--- src/rtl/rob_pkg.sv ---
// Shared reorder-buffer types, sizes, fault causes and the completion-merge helper.
// Fault fields exist only when ROB_XCPT_EN is defined.
package rob_pkg;

  localparam int ROB_ENTRIES = 8;
  localparam int ROB_ID_W    = $clog2(ROB_ENTRIES);

  // Fault causes, shared with regFile.
  localparam logic [2:0] XCPT_NONE        = 3'd0;
  localparam logic [2:0] XCPT_ILLEGAL     = 3'd1;
  localparam logic [2:0] XCPT_MISALIGNED  = 3'd2;
  localparam logic [2:0] XCPT_LOAD_FAULT  = 3'd3;
  localparam logic [2:0] XCPT_STORE_FAULT = 3'd4;
  localparam logic [2:0] XCPT_OVERFLOW    = 3'd5;

  typedef struct packed {
    logic        valid;
    logic        done;
    logic        we;
    logic [4:0]  dest;
    logic [31:0] data;
    logic [31:0] pc;
`ifdef ROB_XCPT_EN
    logic        xcpt;
    logic [2:0]  xcpt_type;
    logic [31:0] xcpt_addr;
`endif
  } rob_entry_t;

  typedef struct packed {
    logic        we;
    logic [4:0]  dest;
    logic [31:0] data;
`ifdef ROB_XCPT_EN
    logic        xcpt;
    logic [2:0]  xcpt_type;
    logic [31:0] xcpt_addr;
`endif
  } rob_done_t;

  function automatic rob_entry_t complete_entry(rob_entry_t e, rob_done_t d);
    rob_entry_t r;
    r      = e;
    r.done = 1'b1;
    r.we   = d.we;
    r.dest = d.dest;
    r.data = d.data;
`ifdef ROB_XCPT_EN
    r.xcpt      = d.xcpt;
    r.xcpt_type = d.xcpt_type;
    r.xcpt_addr = d.xcpt_addr;
`endif
    return r;
  endfunction

endpackage

--- src/rtl/rob_commit_ctrl_if.sv ---
// Decode/execute/commit bus of the reorder buffer; slave is the ROB, master the pipeline.
interface rob_commit_ctrl_if #(parameter int ROB_ID_W = rob_pkg::ROB_ID_W);
  logic                alloc_valid;
  logic [31:0]         alloc_pc;
  logic [ROB_ID_W-1:0] alloc_id;
  logic                rob_full;
  logic                rob_empty;

  logic                alu_done_valid, mul_done_valid;
  logic [ROB_ID_W-1:0] alu_done_id, mul_done_id;
  logic                alu_done_we, mul_done_we;
  logic [4:0]          alu_done_dest, mul_done_dest;
  logic [31:0]         alu_done_data, mul_done_data;
  logic                alu_done_xcpt, mul_done_xcpt;
  logic [2:0]          alu_done_xcpt_type, mul_done_xcpt_type;
  logic [31:0]         alu_done_xcpt_addr, mul_done_xcpt_addr;

  logic                writeEnRF;
  logic [31:0]         writeValRF;
  logic [4:0]          destRF;
  logic [ROB_ID_W-1:0] write_idRF;
  logic                xcpt_valid;
  logic [31:0]         rmPC;
  logic [31:0]         rmAddr;
  logic [2:0]          xcpt_type;
  logic                flush_rob;

  modport slave (
    input  alloc_valid, alloc_pc,
    input  alu_done_valid, alu_done_id, alu_done_we, alu_done_dest, alu_done_data,
    input  alu_done_xcpt, alu_done_xcpt_type, alu_done_xcpt_addr,
    input  mul_done_valid, mul_done_id, mul_done_we, mul_done_dest, mul_done_data,
    input  mul_done_xcpt, mul_done_xcpt_type, mul_done_xcpt_addr,
    output alloc_id, rob_full, rob_empty,
    output writeEnRF, writeValRF, destRF, write_idRF,
    output xcpt_valid, rmPC, rmAddr, xcpt_type, flush_rob
  );

  modport master (
    output alloc_valid, alloc_pc,
    output alu_done_valid, alu_done_id, alu_done_we, alu_done_dest, alu_done_data,
    output alu_done_xcpt, alu_done_xcpt_type, alu_done_xcpt_addr,
    output mul_done_valid, mul_done_id, mul_done_we, mul_done_dest, mul_done_data,
    output mul_done_xcpt, mul_done_xcpt_type, mul_done_xcpt_addr,
    input  alloc_id, rob_full, rob_empty,
    input  writeEnRF, writeValRF, destRF, write_idRF,
    input  xcpt_valid, rmPC, rmAddr, xcpt_type, flush_rob
  );
endinterface

--- src/rtl/rob_storage.sv ---
// ROB entry array: allocate port, two completion ports (ALU has priority), head read, flush-clear.
// Per-entry fault fields are present only with ROB_XCPT_EN.
module rob_storage import rob_pkg::*; #(
  parameter int ROB_ENTRIES = rob_pkg::ROB_ENTRIES,
  parameter int ROB_ID_W    = rob_pkg::ROB_ID_W
) (
  input  logic                clock,
  input  logic                reset,
  input  logic                alloc_en,
  input  logic [ROB_ID_W-1:0] alloc_idx,
  input  logic [31:0]         alloc_pc,
  input  logic                alu_en,
  input  logic [ROB_ID_W-1:0] alu_idx,
  input  rob_done_t           alu_done,
  input  logic                mul_en,
  input  logic [ROB_ID_W-1:0] mul_idx,
  input  rob_done_t           mul_done,
  input  logic                retire_en,
  input  logic                flush,
  input  logic [ROB_ID_W-1:0] head_idx,
  output rob_entry_t          head_entry
);

  rob_entry_t entry_q [ROB_ENTRIES];
  rob_entry_t entry_d [ROB_ENTRIES];

  always_comb begin
    // NOTE: start from the current array so every path assigns entry_d; otherwise a latch is inferred.
    entry_d = entry_q;
    if (flush) begin
      for (int i = 0; i < ROB_ENTRIES; i++) entry_d[i].valid = 1'b0;
    end else begin
      if (retire_en) entry_d[head_idx].valid = 1'b0;
      if (alloc_en) begin
        entry_d[alloc_idx]       = '0;
        entry_d[alloc_idx].valid = 1'b1;
        entry_d[alloc_idx].pc    = alloc_pc;
      end
      // Merge onto entry_d so a retire clear is never undone; ALU is applied last and wins a collision.
      if (mul_en && entry_q[mul_idx].valid) entry_d[mul_idx] = complete_entry(entry_d[mul_idx], mul_done);
      if (alu_en && entry_q[alu_idx].valid) entry_d[alu_idx] = complete_entry(entry_d[alu_idx], alu_done);
    end
  end

  always_ff @(posedge clock or posedge reset) begin
    if (reset) begin
      // NOTE: the array is reset as a whole because stale valid bits would otherwise commit after reset.
      for (int i = 0; i < ROB_ENTRIES; i++) entry_q[i] <= '0;
    end else begin
      entry_q <= entry_d;
    end
  end

  assign head_entry = entry_q[head_idx];

endmodule

--- src/rtl/rob_commit_ctrl.sv ---
// In-order commit scheduler: pointers, occupancy and registered commit/exception pulses.
// Define ROB_XCPT_EN to enable fault storage and the exception/flush path.
module rob_commit_ctrl import rob_pkg::*; #(
  parameter int ROB_ENTRIES = rob_pkg::ROB_ENTRIES,
  parameter int ROB_ID_W    = rob_pkg::ROB_ID_W
) (
  input logic              clock,
  input logic              reset,
  rob_commit_ctrl_if.slave bus
);

  rob_entry_t          head_entry;
  rob_done_t           alu_done, mul_done;
  logic [ROB_ID_W-1:0] head_q, head_d, tail_q, tail_d;
  logic [ROB_ID_W:0]   count_q, count_d;
  logic                alloc_en, commit_en, commit_xcpt, flush_active;

  logic                write_en_q, write_en_d;
  logic [31:0]         write_val_q, write_val_d;
  logic [4:0]          dest_q, dest_d;
  logic [ROB_ID_W-1:0] write_id_q, write_id_d;

  assign bus.alloc_id  = tail_q;
  assign bus.rob_full  = (count_q == (ROB_ID_W+1)'(ROB_ENTRIES));
  assign bus.rob_empty = (count_q == '0);

  always_comb begin
    alu_done      = '0;
    alu_done.we   = bus.alu_done_we;
    alu_done.dest = bus.alu_done_dest;
    alu_done.data = bus.alu_done_data;
    mul_done      = '0;
    mul_done.we   = bus.mul_done_we;
    mul_done.dest = bus.mul_done_dest;
    mul_done.data = bus.mul_done_data;
`ifdef ROB_XCPT_EN
    alu_done.xcpt      = bus.alu_done_xcpt;
    alu_done.xcpt_type = bus.alu_done_xcpt_type;
    alu_done.xcpt_addr = bus.alu_done_xcpt_addr;
    mul_done.xcpt      = bus.mul_done_xcpt;
    mul_done.xcpt_type = bus.mul_done_xcpt_type;
    mul_done.xcpt_addr = bus.mul_done_xcpt_addr;
`endif
  end

  rob_storage #(.ROB_ENTRIES(ROB_ENTRIES), .ROB_ID_W(ROB_ID_W)) u_storage (
    .clock      (clock),
    .reset      (reset),
    .alloc_en   (alloc_en),
    .alloc_idx  (tail_q),
    .alloc_pc   (bus.alloc_pc),
    .alu_en     (bus.alu_done_valid),
    .alu_idx    (bus.alu_done_id),
    .alu_done   (alu_done),
    .mul_en     (bus.mul_done_valid),
    .mul_idx    (bus.mul_done_id),
    .mul_done   (mul_done),
    .retire_en  (commit_en),
    .flush      (flush_active),
    .head_idx   (head_q),
    .head_entry (head_entry)
  );

  // The flush cycle drops allocations and completions and holds off any further commit.
  assign alloc_en  = bus.alloc_valid & ~bus.rob_full & ~flush_active;
  assign commit_en = head_entry.valid & head_entry.done & ~flush_active;

  always_comb begin
    head_d      = head_q;
    tail_d      = tail_q;
    count_d     = count_q;
    write_en_d  = 1'b0;
    write_val_d = '0;
    dest_d      = '0;
    write_id_d  = '0;
    if (flush_active) begin
      head_d  = '0;
      tail_d  = '0;
      count_d = '0;
    end else begin
      head_d  = head_q + ROB_ID_W'(commit_en);
      tail_d  = tail_q + ROB_ID_W'(alloc_en);
      count_d = count_q + (ROB_ID_W+1)'(alloc_en) - (ROB_ID_W+1)'(commit_en);
    end
    if (commit_en && !commit_xcpt) begin
      write_en_d  = head_entry.we;
      write_val_d = head_entry.data;
      dest_d      = head_entry.dest;
      write_id_d  = head_q;
    end
  end

  always_ff @(posedge clock or posedge reset) begin
    if (reset) begin
      head_q      <= '0;
      tail_q      <= '0;
      count_q     <= '0;
      write_en_q  <= 1'b0;
      write_val_q <= '0;
      dest_q      <= '0;
      write_id_q  <= '0;
    end else begin
      // NOTE: non-blocking assignments so every flop samples pre-edge values regardless of order.
      head_q      <= head_d;
      tail_q      <= tail_d;
      count_q     <= count_d;
      write_en_q  <= write_en_d;
      write_val_q <= write_val_d;
      dest_q      <= dest_d;
      write_id_q  <= write_id_d;
    end
  end

  assign bus.writeEnRF  = write_en_q;
  assign bus.writeValRF = write_val_q;
  assign bus.destRF     = dest_q;
  assign bus.write_idRF = write_id_q;

`ifdef ROB_XCPT_EN
  logic        xcpt_valid_q, xcpt_valid_d;
  logic [31:0] rm_pc_q, rm_pc_d, rm_addr_q, rm_addr_d;
  logic [2:0]  xcpt_type_q, xcpt_type_d;
  logic        flush_rob_q, flush_rob_d;

  assign commit_xcpt  = commit_en & head_entry.xcpt;
  assign flush_active = flush_rob_q;

  always_comb begin
    xcpt_valid_d = commit_xcpt;
    flush_rob_d  = commit_xcpt;
    rm_pc_d      = commit_xcpt ? head_entry.pc        : '0;
    rm_addr_d    = commit_xcpt ? head_entry.xcpt_addr : '0;
    xcpt_type_d  = commit_xcpt ? head_entry.xcpt_type : XCPT_NONE;
  end

  always_ff @(posedge clock or posedge reset) begin
    if (reset) begin
      xcpt_valid_q <= 1'b0;
      rm_pc_q      <= '0;
      rm_addr_q    <= '0;
      xcpt_type_q  <= XCPT_NONE;
      flush_rob_q  <= 1'b0;
    end else begin
      xcpt_valid_q <= xcpt_valid_d;
      rm_pc_q      <= rm_pc_d;
      rm_addr_q    <= rm_addr_d;
      xcpt_type_q  <= xcpt_type_d;
      flush_rob_q  <= flush_rob_d;
    end
  end

  assign bus.xcpt_valid = xcpt_valid_q;
  assign bus.rmPC       = rm_pc_q;
  assign bus.rmAddr     = rm_addr_q;
  assign bus.xcpt_type  = xcpt_type_q;
  assign bus.flush_rob  = flush_rob_q;
`else
  logic xcpt_unused;

  assign commit_xcpt  = 1'b0;
  assign flush_active = 1'b0;
  assign xcpt_unused  = ^{bus.alu_done_xcpt, bus.alu_done_xcpt_type, bus.alu_done_xcpt_addr,
                          bus.mul_done_xcpt, bus.mul_done_xcpt_type, bus.mul_done_xcpt_addr,
                          head_entry.pc};

  assign bus.xcpt_valid = 1'b0;
  assign bus.rmPC       = '0;
  assign bus.rmAddr     = '0;
  assign bus.xcpt_type  = '0;
  assign bus.flush_rob  = 1'b0;
`endif

endmodule

--- src/flat_wrapper.sv ---
// flat-port wrapper written by rule: the top's interface ports become plain ports
module rob_commit_ctrl_flat import rob_pkg::*;
#(
  parameter int ROB_ENTRIES = rob_pkg::ROB_ENTRIES,
  parameter int ROB_ID_W    = rob_pkg::ROB_ID_W
)
  (clock, reset, bus_alloc_valid, bus_alloc_pc, bus_alu_done_valid, bus_alu_done_id, bus_alu_done_we, bus_alu_done_dest, bus_alu_done_data, bus_alu_done_xcpt, bus_alu_done_xcpt_type, bus_alu_done_xcpt_addr, bus_mul_done_valid, bus_mul_done_id, bus_mul_done_we, bus_mul_done_dest, bus_mul_done_data, bus_mul_done_xcpt, bus_mul_done_xcpt_type, bus_mul_done_xcpt_addr, bus_alloc_id, bus_rob_full, bus_rob_empty, bus_writeEnRF, bus_writeValRF, bus_destRF, bus_write_idRF, bus_xcpt_valid, bus_rmPC, bus_rmAddr, bus_xcpt_type, bus_flush_rob);
  rob_commit_ctrl_if #(.ROB_ID_W(ROB_ID_W)) bus_i ();
  input logic clock;
  input logic reset;
  input wire logic [$bits(bus_i.alloc_valid)-1:0] bus_alloc_valid;
  input wire logic [$bits(bus_i.alloc_pc)-1:0] bus_alloc_pc;
  input wire logic [$bits(bus_i.alu_done_valid)-1:0] bus_alu_done_valid;
  input wire logic [$bits(bus_i.alu_done_id)-1:0] bus_alu_done_id;
  input wire logic [$bits(bus_i.alu_done_we)-1:0] bus_alu_done_we;
  input wire logic [$bits(bus_i.alu_done_dest)-1:0] bus_alu_done_dest;
  input wire logic [$bits(bus_i.alu_done_data)-1:0] bus_alu_done_data;
  input wire logic [$bits(bus_i.alu_done_xcpt)-1:0] bus_alu_done_xcpt;
  input wire logic [$bits(bus_i.alu_done_xcpt_type)-1:0] bus_alu_done_xcpt_type;
  input wire logic [$bits(bus_i.alu_done_xcpt_addr)-1:0] bus_alu_done_xcpt_addr;
  input wire logic [$bits(bus_i.mul_done_valid)-1:0] bus_mul_done_valid;
  input wire logic [$bits(bus_i.mul_done_id)-1:0] bus_mul_done_id;
  input wire logic [$bits(bus_i.mul_done_we)-1:0] bus_mul_done_we;
  input wire logic [$bits(bus_i.mul_done_dest)-1:0] bus_mul_done_dest;
  input wire logic [$bits(bus_i.mul_done_data)-1:0] bus_mul_done_data;
  input wire logic [$bits(bus_i.mul_done_xcpt)-1:0] bus_mul_done_xcpt;
  input wire logic [$bits(bus_i.mul_done_xcpt_type)-1:0] bus_mul_done_xcpt_type;
  input wire logic [$bits(bus_i.mul_done_xcpt_addr)-1:0] bus_mul_done_xcpt_addr;
  output wire logic [$bits(bus_i.alloc_id)-1:0] bus_alloc_id;
  output wire logic [$bits(bus_i.rob_full)-1:0] bus_rob_full;
  output wire logic [$bits(bus_i.rob_empty)-1:0] bus_rob_empty;
  output wire logic [$bits(bus_i.writeEnRF)-1:0] bus_writeEnRF;
  output wire logic [$bits(bus_i.writeValRF)-1:0] bus_writeValRF;
  output wire logic [$bits(bus_i.destRF)-1:0] bus_destRF;
  output wire logic [$bits(bus_i.write_idRF)-1:0] bus_write_idRF;
  output wire logic [$bits(bus_i.xcpt_valid)-1:0] bus_xcpt_valid;
  output wire logic [$bits(bus_i.rmPC)-1:0] bus_rmPC;
  output wire logic [$bits(bus_i.rmAddr)-1:0] bus_rmAddr;
  output wire logic [$bits(bus_i.xcpt_type)-1:0] bus_xcpt_type;
  output wire logic [$bits(bus_i.flush_rob)-1:0] bus_flush_rob;
  assign bus_i.alloc_valid = bus_alloc_valid;
  assign bus_i.alloc_pc = bus_alloc_pc;
  assign bus_i.alu_done_valid = bus_alu_done_valid;
  assign bus_i.alu_done_id = bus_alu_done_id;
  assign bus_i.alu_done_we = bus_alu_done_we;
  assign bus_i.alu_done_dest = bus_alu_done_dest;
  assign bus_i.alu_done_data = bus_alu_done_data;
  assign bus_i.alu_done_xcpt = bus_alu_done_xcpt;
  assign bus_i.alu_done_xcpt_type = bus_alu_done_xcpt_type;
  assign bus_i.alu_done_xcpt_addr = bus_alu_done_xcpt_addr;
  assign bus_i.mul_done_valid = bus_mul_done_valid;
  assign bus_i.mul_done_id = bus_mul_done_id;
  assign bus_i.mul_done_we = bus_mul_done_we;
  assign bus_i.mul_done_dest = bus_mul_done_dest;
  assign bus_i.mul_done_data = bus_mul_done_data;
  assign bus_i.mul_done_xcpt = bus_mul_done_xcpt;
  assign bus_i.mul_done_xcpt_type = bus_mul_done_xcpt_type;
  assign bus_i.mul_done_xcpt_addr = bus_mul_done_xcpt_addr;
  assign bus_alloc_id = bus_i.alloc_id;
  assign bus_rob_full = bus_i.rob_full;
  assign bus_rob_empty = bus_i.rob_empty;
  assign bus_writeEnRF = bus_i.writeEnRF;
  assign bus_writeValRF = bus_i.writeValRF;
  assign bus_destRF = bus_i.destRF;
  assign bus_write_idRF = bus_i.write_idRF;
  assign bus_xcpt_valid = bus_i.xcpt_valid;
  assign bus_rmPC = bus_i.rmPC;
  assign bus_rmAddr = bus_i.rmAddr;
  assign bus_xcpt_type = bus_i.xcpt_type;
  assign bus_flush_rob = bus_i.flush_rob;
  rob_commit_ctrl #(.ROB_ENTRIES(ROB_ENTRIES), .ROB_ID_W(ROB_ID_W)) u_core (.clock(clock), .reset(reset), .bus(bus_i));
endmodule
--- config.mk ---
export PLATFORM = sky130hd
export DESIGN_NAME = rob_commit_ctrl_flat
export DESIGN_NICKNAME = d
export VERILOG_FILES = /design/src/rtl/rob_pkg.sv /design/src/rtl/rob_commit_ctrl_if.sv /design/src/rtl/rob_storage.sv /design/src/rtl/rob_commit_ctrl.sv /design/src/flat_wrapper.sv
export SDC_FILE = /design/constraint.sdc
export NUM_CORES = 1
export LEC_CHECK = 0
export CORE_ASPECT_RATIO = 1.4
export CORE_UTILIZATION = 55
export CTS_CLUSTER_DIAMETER = 200
export CTS_CLUSTER_SIZE = 12
export DETAILED_ROUTE_END_ITERATION = 12
export PLACE_DENSITY = 0.93
export SLEW_MARGIN = 20
export SYNTH_ARGS = -nofsm -noshare
export SYNTH_HDL_FRONTEND = slang
export SYNTH_SLANG_ARGS = --single-unit
--- constraint.sdc ---
create_clock -name clock -period 24.5 [get_ports clock]
set_input_delay 2.45 -clock clock [delete_from_list [all_inputs] [get_ports clock]]
set_output_delay 2.45 -clock clock [all_outputs]
set_load 0.01 [all_outputs]
# Word-level counts from Yosys, hierarchy flattened
# Index checks and enable logic that the tools add are counted.
# Widths: inputs -> output; s select.
# word_totals
wordCells,124
memories,0
mem_bits_rw,0
latch_bits,0
romBits,0
register_bits,627
output_inout_bits,115
# classes
n_lt_le_gt_ge,8
n_bitwise,9
reduce_logical,7
eq_ne,1
shifts,0
multipliers,0
add_sub_neg,4
muxes,40
n_div,0
# op_table
op,count
$bwmux 576,5
$mux 576,4
$demux 72 s3,6
$bmux 72 s3,5
$mux 72,15
$and 576x576->576,1
$not 576->576,1
$mux 32,2
$ge 4x4->1 const B,4
$lt 4x1->1 const B,4
$not 3->4,4
$add 3x1->3,2
$logic_and 1x1->1,6
$mux 5,1
$add 4x1->4,1
$eq 4x4->1 const B,1
$logic_not 4->1,1
$sub 4x1->4,1
$mux 3,1
$and 1x1->1,2
$mux 1,1
$not 1->1,1

# Logic depth before layout (Yosys ltp)
# depth
word_depth,21
depth_mapped,12

# Hierarchy
# From an unflattened synthesis, not the netlist that was laid out.
# unflattened
hier_cells,3942
area_unflattened_um2,37135.6
# by_module_without_submodules
mod,seq_area_each_um2,cells_per_inst,instances,area_per_inst_um2
rob_storage,14413.8,3742,1,34785.9
rob_commit_ctrl,1276.2,200,1,2349.8

# Worst setup path after synthesis
# OpenSTA, ideal clock, no wires.
# synth_path
path_kind,input to register
start,in bus_mul_done_id[0]
end,reg u_core.u_storage.entry_q[320] (netlist bit)
cell_stages,9
required_ps,24374
setup_time_ps,126
arrival_ps,4232
path_slack_ps,20142
path_cell_list,buf_6 or4b_1 buf_2 o311a_4 a21boi_4 a211oi_2 buf_6 buf_6 a221o_1
# synth_lines
element,line,source
"start, declared",flat_wrapper.sv:22,input wire logic [$bits(bus_i.mul_done_id)-1:0] bus_mul_done_id;
"end signal, assigned",rob_storage.sv:50,entry_q <= entry_d;
"end, declared",rob_storage.sv:24,rob_entry_t entry_q [ROB_ENTRIES];

==> run_results.csv <==
group,metric,value,unit
global_routing,grt_max_degree,146,
clock_network,cts_made_buffers,36,
hold_path,hold_path_class,"register to register",
clock_network,htree_num_levels,2,
timing,hold_violations,0,
die,row_count,79,
placement,dp_cells,2458,
timing,clock_skew,21.5,ps
timing,max_slew.worst_pin.slew,1190,ps
timing,period_share,21.0,%
clock_network,cts_tree,"built",
power_and_ir_drop,pwr-share-comb,38.5,%
critical_path,critical_path_class,"primary input to register",
routing,wirelength,63300,µm
clock_network,post-cts-setup-buffer-count,0,
logic_synthesis,yosysTopAreaCell,"dfrtp_1",
power_and_ir_drop,powerDensity,123,nW/µm²
global_routing,grt_usage,36.7,%
logic_synthesis,synth-edff-count,0,
critical_path,reg2reg_to,"u_core.bus.destRF[2]",
layout,n_antenna_cell,0,
die,ios,306,
logic_synthesis,ys_seq_area_share,49.7,%
logic_synthesis,syn_inst,2020,
timing,fmax,195,MHz
routing,wl_met1,19900,µm
routing,met3RoutedLength,10100,µm
placement,port_buffers,132,
critical_path,cp_max_fo,30,
global_routing,grt_antenna_before_repair,1,
power_and_ir_drop,p_sw,995,µW
global_routing,overflow,0,
critical_path,rr_worst_depth,5,
logic_synthesis,syn_area,18700,µm²
critical_path,r2r_setup_slack,20850,ps
critical_path,cp.arrival,5620,ps
logic_synthesis,yosysWarnings,0,
critical_path,r2r_start,"u_core.head_q[2]",
hold_path,whs_path_depth,1,
logic_synthesis,ys_ff_latch,371,
power_and_ir_drop,clkPwrFrac,19.7,%
clock_network,root_buffer,"clkbuf_16",
timing,drv_slew,0,
layout,stdcell_count,2499,
clock_network,cts_sinks,371,
routing,drtIter0Drc,3245,
timing,max_slew_margin,21.0,%
critical_path,critPathCaptureType,"register",
timing,layout_setup_ws,19360,ps
hold_path,hp-start,"u_core.u_storage.entry_q[286]",
die,die_h,220,µm
logic_synthesis,ys_top_cells_by_count,"371 x dfrtp_1, 293 x nand2_1, 168 x o21ai_0",
layout,area_delta_synth_final,11.7,%
timing,finalSetupViolations,0,
hold_path,holdPathEnd,"u_core.u_storage.entry_q[286]",
routing,routed.top_layer,"met5",
die,die_area,34700,µm²
routing,ant_nets,0,
power_and_ir_drop,p_leak,0.00898,µW
routing,num_vias,17900,
placement,gp_congestion,0.895,
critical_path,required,24980,ps
logic_synthesis,yosys-top-cells-area,"dfrtp_1 50%, a221o_1 6.0%, nand2_1 5.9%",
global_routing,grt_pass1_vias,18100,
clock_network,hold_buffers,0,
routing,route.detailed.drc,0,
logic_synthesis,ys.flop_type,"dfrtp_1",
logic_synthesis,syn_area_per_cell,9.26,µm²
timing,rsz0062_at_grt,"no",
power_and_ir_drop,swShare,38.7,%
layout,drive_above_1_share,5.26,%
clock_network,clock_path_buffers,3,
logic_synthesis,post-synth-top-area-fraction,49.7,%
logic_synthesis,async_flop_share,100,%
timing,setup-tns-final,0,ps
power_and_ir_drop,power.internal,1570,µW
logic_synthesis,ys_types,54,
power_and_ir_drop,max-vdd-ir-drop,0.000119,V
die,start_util,56.1,%
die,dieWidth,158,µm
clock_network,cts.clk_slew.worst_paths,60,ps
placement,dp_hpwl,33700,µm
logic_synthesis,yosysMostFrequentCell,"dfrtp_1",
timing,fin_crit,5140,ps
power_and_ir_drop,power.total,2570,µW
routing,wl_met2,27600,µm
critical_path,crit_path_start_kind,"primary input",
clock_network,clk_latency,550,ps
job,drv_cap,0,
global_routing,grt_pass1_wl,96600,µm
layout,fillers,2458,
power_and_ir_drop,p_seq_share,41.8,%
routing,dr.pass1.iters,7,
routing,wl_per_cell,25.3,µm
clock_network,cts_resized,0,
die,core,33300,µm²
routing,vias_per_cell,7.17,
outcome,outcome,"complete, no violations",
placement,dp_worst_setup_slack,18950,ps
layout,nets,2254,
==> how the worst max path moves through the flow <==
| stage | endpoint | depth (start not counted) | startpoint | slack (ps) |
|---|---|---|---|---|
| after floorplan | u_core.bus.alloc_id[0] | 1 | reset | 11750 |
| after global placement | u_core.u_storage.entry_q[142] | 4 | reset | 19030 |
| after detailed placement | u_core.u_storage.entry_q[357] | 7 | bus_mul_done_id[0] | 18950 |
| after CTS | u_core.u_storage.entry_q[357] | 7 | bus_mul_done_id[0] | 19490 |
| after global routing | u_core.u_storage.entry_q[357] | 7 | bus_mul_done_id[0] | 19340 |
| final | u_core.u_storage.entry_q[357] | 7 | bus_mul_done_id[0] | 19360 |
==> critical path, stage by stage <==
cell and delay, ps:
clkdlybuf4s50_1 600, or4b_1 630, o311a_4 190, and2_4 180
nor4_4 660, buf_4 620, a221o_1 270
==> layer usage <==
metal  vias up  GRT usage [%]
li1       7145              -
met1      8322           43.6
met2      1874           54.7
met3       575           11.1
met4         2           30.8
met5         -              0
==> flip-flops by register name (all words and copies together) (netlist names) <==
| register | flops |
|---|---|
| u_core.bus.writeEnRF | 1 |
| u_core.count_q | 4 |
| u_core.bus.destRF | 5 |
| u_core.u_storage.entry_q | 320 |
| u_core.bus.write_idRF | 3 |
| u_core.bus.alloc_id | 3 |
| u_core.bus.writeValRF | 32 |
| u_core.head_q | 3 |
==> kinds of logic after synthesis <==
group | after synthesis | share of synthesized area [%]
AND/OR/NAND/NOR | 687 | 17.3
AO/OA/AOI/OAI | 639 | 23.0
flip-flops | 371 | 49.7
buffers and inverters | 294 | 8.03
multiplexers | 13 | 1.04
adder cells (fa/ha/maj) | 11 | 0.776
XOR/XNOR | 4 | 0.187
other | 1 | 0.0201
==> final cells by class <==
class                   count  area (µm²)  share of cell area [%]
flip-flops and latches    371        9280                    44.5
well taps                 445         557                    2.67
multi-input cells        1423        8240                    39.5
repair buffers            170        1630                    7.81
clock buffers              39         955                    4.57
clock inverters             1        16.3                  0.0779
inverters                  50         195                   0.935
==> through the flow <==
stage	utilization [%]	hold slack [ps]	area, µm²
after floorplan	-	450	19000
after global placement	59.7	467	19900
after detailed placement	59.7	473	19900
after CTS	62.6	486	20800
after global routing	62.7	502	20900
final	62.7	485	20900
==> placed cells by master (no fill, tap or decap), drive strengths merged, types with 5 or more instances in the layout <==
cell | netlist | layout
dfrtp | 371 | 371
nand2 | 293 | 293
o21ai | 168 | 168
nor2 | 155 | 155
o22ai | 133 | 133
clkdlybuf4s50 | 0 | 131
and2 | 118 | 118
a221o | 112 | 112
a21oi | 110 | 110
conb | 1 | 69
a22oi | 54 | 54
inv | 50 | 50
nor3 | 44 | 44
o221ai | 39 | 39
clkbuf | 135 | 39
buf | 109 | 39
or4 | 33 | 33
ha | 10 | 10
mux2i | 7 | 7
a211oi | 7 | 7
and3 | 6 | 6
nand3b | 5 | 5
mux4 | 5 | 5
==> power groups by stage <==
stage	registers (µW)	logic (µW)	clock network, µW
after detailed placement	1060	935	0
after floorplan	1010	653	0
after CTS	1060	946	502
final	1070	989	506
after global placement	1050	898	0
after global routing	1090	1040	527
Note: power is estimated with default switching activity, not from simulation.
